==> config.mk <==
export PLATFORM = sky130hd
export DESIGN_NAME = prim_fifo_unpack
export DESIGN_NICKNAME = d
export VERILOG_FILES = /design/src/rtl/prim_fifo_unpack.sv
export SDC_FILE = /design/constraint.sdc
export NUM_CORES = 1
export LEC_CHECK = 0
export CAP_MARGIN = 40
export CORE_ASPECT_RATIO = 1.25
export CORE_MARGIN = 4
export CORE_UTILIZATION = 47
export DETAILED_ROUTE_END_ITERATION = 10
export PLACE_DENSITY = 0.79
export SYNTH_ARGS = -nofsm -noshare
export SYNTH_HDL_FRONTEND = slang
export SYNTH_SLANG_ARGS = --single-unit
==> constraint.sdc <==
create_clock -name clk_i -period 1.85 [get_ports clk_i]
set_input_delay 0.185 -clock clk_i [delete_from_list [all_inputs] [get_ports clk_i]]
set_output_delay 0.185 -clock clk_i [all_outputs]
set_load 0.02 [all_outputs]
==> src/rtl/prim_fifo_unpack.sv <==
// Wide-to-narrow unpacker for a FIFO read port. It pops one word and emits it
// LSB chunk first, flagging the final chunk of each word.
`timescale 1ns/1ps
module prim_fifo_unpack #(
  parameter int unsigned InW               = 32,
  parameter int unsigned OutW              = 8,
  parameter bit          OutputZeroIfEmpty = 1'b1,
  localparam int unsigned Ratio            = InW / OutW,
  localparam int unsigned CntW             = (Ratio > 1) ? $clog2(Ratio) : 1
) (
  input  logic            clk_i,
  input  logic            rst_i,
  input  logic            clr_i,
  input  logic            in_valid_i,
  output logic            in_ready_o,
  input  logic [InW-1:0]  in_data_i,
  input  logic [CntW-1:0] in_cnt_i,
  output logic            out_valid_o,
  input  logic            out_ready_i,
  output logic [OutW-1:0] out_data_o,
  output logic            out_last_o,
  output logic            busy_o
);

  if (((InW % OutW) != 0) || (Ratio < 2)) begin : gen_bad_params
    $error("prim_fifo_unpack: InW must be a multiple of OutW with InW/OutW >= 2");
  end

  typedef enum logic {
    IDLE  = 1'b0,
    SHIFT = 1'b1
  } state_t;

  localparam logic [CntW-1:0] MaxCnt = CntW'(Ratio - 1);

  state_t          state_reg;
  logic [InW-1:0]  hold_reg;
  logic [CntW-1:0] idx_reg;
  logic [CntW-1:0] rem_reg;

  logic            shifting;
  logic            last_chunk;
  logic            xfer;
  logic            accept;
  logic [CntW-1:0] cnt_sat;
  logic [OutW-1:0] chunk;
  logic [OutW-1:0] chunks [Ratio];

  // Chunk lanes of the holding register; idx selects the one on the output.
  for (genvar gi = 0; gi < Ratio; gi++) begin : gen_chunks
    assign chunks[gi] = hold_reg[gi*OutW +: OutW];
  end

  assign chunk      = chunks[idx_reg];
  assign shifting   = (state_reg == SHIFT);
  assign last_chunk = shifting & (rem_reg == '0);
  assign xfer       = shifting & out_ready_i;

  // Ready also opens when the last chunk leaves, so words stream with no bubble.
  assign in_ready_o = ~clr_i & (~shifting | (xfer & last_chunk));
  assign accept     = in_valid_i & in_ready_o;

  // Only bites when Ratio is not a power of two and the count field overshoots.
  assign cnt_sat    = (in_cnt_i > MaxCnt) ? MaxCnt : in_cnt_i;

  assign out_valid_o = shifting;
  assign out_last_o  = last_chunk;
  assign out_data_o  = (OutputZeroIfEmpty && !shifting) ? '0 : chunk;
  assign busy_o      = shifting;

  always_ff @(posedge clk_i) begin
    if (rst_i || clr_i) begin
      state_reg <= IDLE;
      hold_reg  <= '0;
      idx_reg   <= '0;
      rem_reg   <= '0;
    end else if (accept) begin
      // Reached from IDLE, or from SHIFT only as the last chunk transfers.
      state_reg <= SHIFT;
      hold_reg  <= in_data_i;
      idx_reg   <= '0;
      rem_reg   <= cnt_sat;
    end else if (xfer) begin
      if (rem_reg != '0) begin
        idx_reg <= idx_reg + CntW'(1);
        rem_reg <= rem_reg - CntW'(1);
      end else begin
        state_reg <= IDLE;
        idx_reg   <= '0;
      end
    end
  end

endmodule

Word level (Yosys, flattened, before mapping)
Cells that the tools add are included.
- register bits: 37
- input port bits: 39
- output and inout port bits: 12
- word-level logic and storage cells: 38
- $add $sub $neg: 2
- $lt $le $gt $ge: 2
- equality and inequality tests: 1
- multiplexer cells: 12
- bitwise logic cells: 9
- reductions and logical operators: 8
- operators with widths (operator ; number):
    $mux 8 ; 3
    $bmux 8 s2 ; 1
    $mux 2 ; 5
    $reduce_bool 2->1 ; 3
    $and 1x1->1 ; 5
    $reduce_and 2->1 ; 2
    $ge 3x3->1 const B ; 1
    $mux 1 ; 3
    $not 2->3 ; 1
    $add 2x1->2 const B ; 1
    $gt 2x2->1 const B ; 1
    $logic_not 2->1 ; 1
    $ne 2x2->1 const B ; 1
    $not 1->1 ; 2
    $reduce_or 2->1 ; 1
    $sub 2x1->2 const B ; 1
    $logic_or 1x1->1 ; 1
    $or 1x1->1 ; 1

Depth between registers and ports, before layout
- word-level depth: 8
- depth in mapped cells: 7
- gate-level depth less buffers: 5

Worst setup path after synthesis
No wires, ideal clock.
- path type: reg-to-reg
- start point: reg rem_reg[0]
- end point: reg rem_reg[1]
- arrival time: 1367 ps
- slack: 399 ps
- stages on the path, launching flop included: 6
- path through: dfxtp_1 > inv_1 > ha_1 > and3b_4 > mux2_4 > o31ai_2
- cells in the longest elaborated chain, start to end: 8
- ends and longest elaborated chain (element ; RTL line ; text):
    start: declaration ; 39 ; logic [CntW-1:0] rem_reg;
    start signal: assignment ; 82 ; rem_reg <= cnt_sat;
    start signal: assignment ; 86 ; rem_reg <= rem_reg - CntW'(1);
    $logic_not 2->1 ; 56 ; assign last_chunk = shifting & (rem_reg == '0);
    $and 1x1->1 ; 56 ;
    $and 1x1->1 ; 60 ; assign in_ready_o = ~clr_i & (~shifting | (xfer & last_chunk));
    $or 1x1->1 ; 60 ;
    $and 1x1->1 ; 60 ;
    $and 1x1->1 ; 61 ; assign accept = in_valid_i & in_ready_o;
    $reduce_bool 2->1 (no source line) ; - ;
    $reduce_and 2->1 (no source line) ; - ;
Several ways; a longest one is shown, not always the timed one. The select of a mux whose other input is x is not followed.
A chain may end at the register's enable or synchronous reset.

Worst setup path in the final report
- start point: reg idx_reg[0]
- end point: out out_data_o[2]
- cells in the longest elaborated chain, start to end: 5
- ends and longest elaborated chain (element ; RTL line ; text):
    start: declaration ; 38 ; logic [CntW-1:0] idx_reg;
    start signal: assignment ; 85 ; idx_reg <= idx_reg + CntW'(1);
    $not 2->3 (implied by the code) ; 54 ; assign chunk = chunks[idx_reg];
    $bmux 8 s2 ; 54 ;
    $mux 8 (implied by the code) (2 in series) ; 54 ;
    $mux 8 ; 68 ; assign out_data_o = (OutputZeroIfEmpty && !shifting) ? '0 : chunk;
    end: declaration ; 20 ; output logic [OutW-1:0] out_data_o,
No other way between the ends. The select of a mux whose other input is x is not followed.

==> reports/metrics.csv <==
metric,value,unit
synth cell count leaders,"dfxtp_1 (37), a21oi_1 (33), o21ai_0 (33), nand3_1 (32), buf_2 (12)",
vias in the first global route,1733,
Syn. warnings,0,
CTS tree,done,
WL final,4550,µm
Mapped Area,1790,µm²
M3 GR Usage,4.97,%
DR vias/cell,5.77,
endpoints failing setup,0,
Pleak,0.823,nW
Peak VDD IR,0.000559,V
kind of critical path,reg2out,
Adder-Cell Fraction of Synth Area,0.700,%
type of the tightest min-delay check,in2reg,
post-synthesis compound-gate area fraction,21.2,%
ant diodes,0,
drt initial violations,61,
"Arr. time, crit path",1.59,ns
final worst slack,0.0782,ns
Slew HR,71.5,%
R2R Setup Slk,0.22,ns
post_cts resized,36,
clk buf depth,2,
global-route congestion overflow total,0,
Final GP Congestion,0.774,
io pins,51,
core footprint,3570,µm²
Starting Density,50.0,%
fin crit period,1.77,ns
WP data required,1.66,ns
Crit. Startpoint,idx_reg[0],
GR Util All Layers,20.6,%
largest family of logic cells by synthesized area,compound AO/OA/AOI/OAI gates,
clock slew at reported path FFs,0.07,ns
clock sink count,37,
antenna violations before repair,0,
Yosys top cell by area,dfxtp_1,
Most Crowded Layer GR,met2,
CTS Root Cell,clkbuf_8,
met2 Use GR,36.5,%
final hold violations,0,
die area,4860,µm²
post-synthesis simple-gate area fraction,16.6,%
Max-Cap Viols,0,
power density over cell area,661,nW/µm²
RSZ-0062 raised after global routing,no,
Row Count,24,
R2R depth,6,
Clock H-tree levels,2,
worst-margin pin slew,0.428,ns
Yosys top cell area share,41.5,%
Area contributors post-synth,"dfxtp_1 (41%), mux4_2 (10%), a21oi_1 (9.2%), o21ai_0 (9.2%), nand3_1 (9.0%)",
f_max,564,MHz
Netlist cell types,30,
ratio of cells with drive above 1 in the final layout,16.4,%
CP max FO,5,
worst skew pair latency,0.28,ns
IO buf count,50,
Final period util,95.8,%
share of flip-flops with an asynchronous set or reset,0,%
CTS Hold Bufs,0,
post-CTS setup buffers,0,
Pwr Total,1.55,mW
largest net degree at the start of global routing,36,
Slew Limit Fails,0,
Synth Instances,200,
pre-CTS setup slack,-0.0212,ns
first-pass GRT wire length,7910,µm
met1 Usage GRT,23.2,%
Via Count,1634,
Initial DRT Pass Iterations,4,
# nets final,285,
Post-synth EDFFs,0,
Syn Area/Cell,8.93,µm²
post-synthesis mux area share,11.5,%
clk_skew,0.00239,ns
FF-to-FF End,rem_reg[1],
Die Y,76.9,µm
Avg WL per Cell,16.1,µm
sequential element share of the synthesized area,41.5,%
worst hold slack,0.453,ns
hpwl dp,3190,µm
DRC Markers,0,
Synth Register Bits,37,
top-count cell post-synth,dfxtp_1,
Die X,63.1,µm
syn nets,240,
ANT nets after route,0,
ys flop type,dfxtp_1,
r2r startpoint,rem_reg[0],
CTS buffer count,5,
max reg flops,32,
Post-Synth XOR/XNOR Area,0.490,%
Startpoint Class,flip-flop,
Syn-to-layout area delta,31.1,%
Worst Setup End Kind,primary output,
CP endpoint,out_data_o[2],
status,completed,
[logic make-up (layout without fill, tap and decap cells)]
kind of cell               count (synthesis)  after routing
DFF                                       37             37
AOI/OAI and AO/OA                         71             71
xor gates and xnor gates                   1              1
buffers and inverters                     24             68
adders and majority gates                  1              1
muxes                                     10             10
and+or+nand+nor                           56             56
[layer usage]
metal,share of wire (%),vias to the layer above
met4,1.7,0
li1,-,808
met5,0,-
met2,53,46
met3,4.7,6
met1,41,774
[stage by stage]
stage                     utilization, %  area [µm²]  std cells  setup TNS, ns
after detailed placement            64.4        2300        277        -0.0774
after CTS                           65.7        2350        283              0
after global placement              64.4        2300        277              0
after global routing                65.5        2340        283              0
final                               65.5        2340        283              0
after floorplan                        -        1790        200              0
[critical path: stages (launching register included)]
cell	delay [ns]
dfxtp_2	0.35
buf_6	0.14
mux4_2	0.48
and2_1	0.18
buf_2	0.16
[worst min path at each step]
stage | to | depth (start not counted) | start
after floorplan | busy_o | 2 | in_valid_i
after global placement | hold_reg[30] | 2 | hold_reg[30]
after detailed placement | hold_reg[17] | 2 | hold_reg[17]
after CTS | hold_reg[19] | 3 | in_data_i[19]
after global routing | hold_reg[9] | 3 | in_data_i[9]
final | hold_reg[19] | 3 | in_data_i[19]
[report_power, final]
| group | total, mW | internal [mW] | switching [mW] |
|---|---|---|---|
| registers | 0.823 | 0.814 | 0.00905 |
| logic | 0.221 | 0.122 | 0.0991 |
| clock network | 0.505 | 0.247 | 0.258 |
[placed cells by master, fill, tap and decap left out, types with 5 or more instances in the layout]
cell type and instances:
nand3_1 32, nor2_1 6, clkbuf_8 5, clkdlybuf4s50_1 40, buf_2 8, mux4_2 8, a21oi_1 33, and2_1 9
o21ai_0 33, dfxtp_1 36, buf_4 6
[cell type report]
type                       instances  area (µm²)
fill                             323        1230
multi-input combinational        139         905
sequential                        37         742
timing repair buffer              60         566
clock buffer                       5        68.8
tap                               39        48.8
inverter                           2        7.51
clock inverter                     1        5.00
Note: power is estimated with default switching activity, not from simulation.
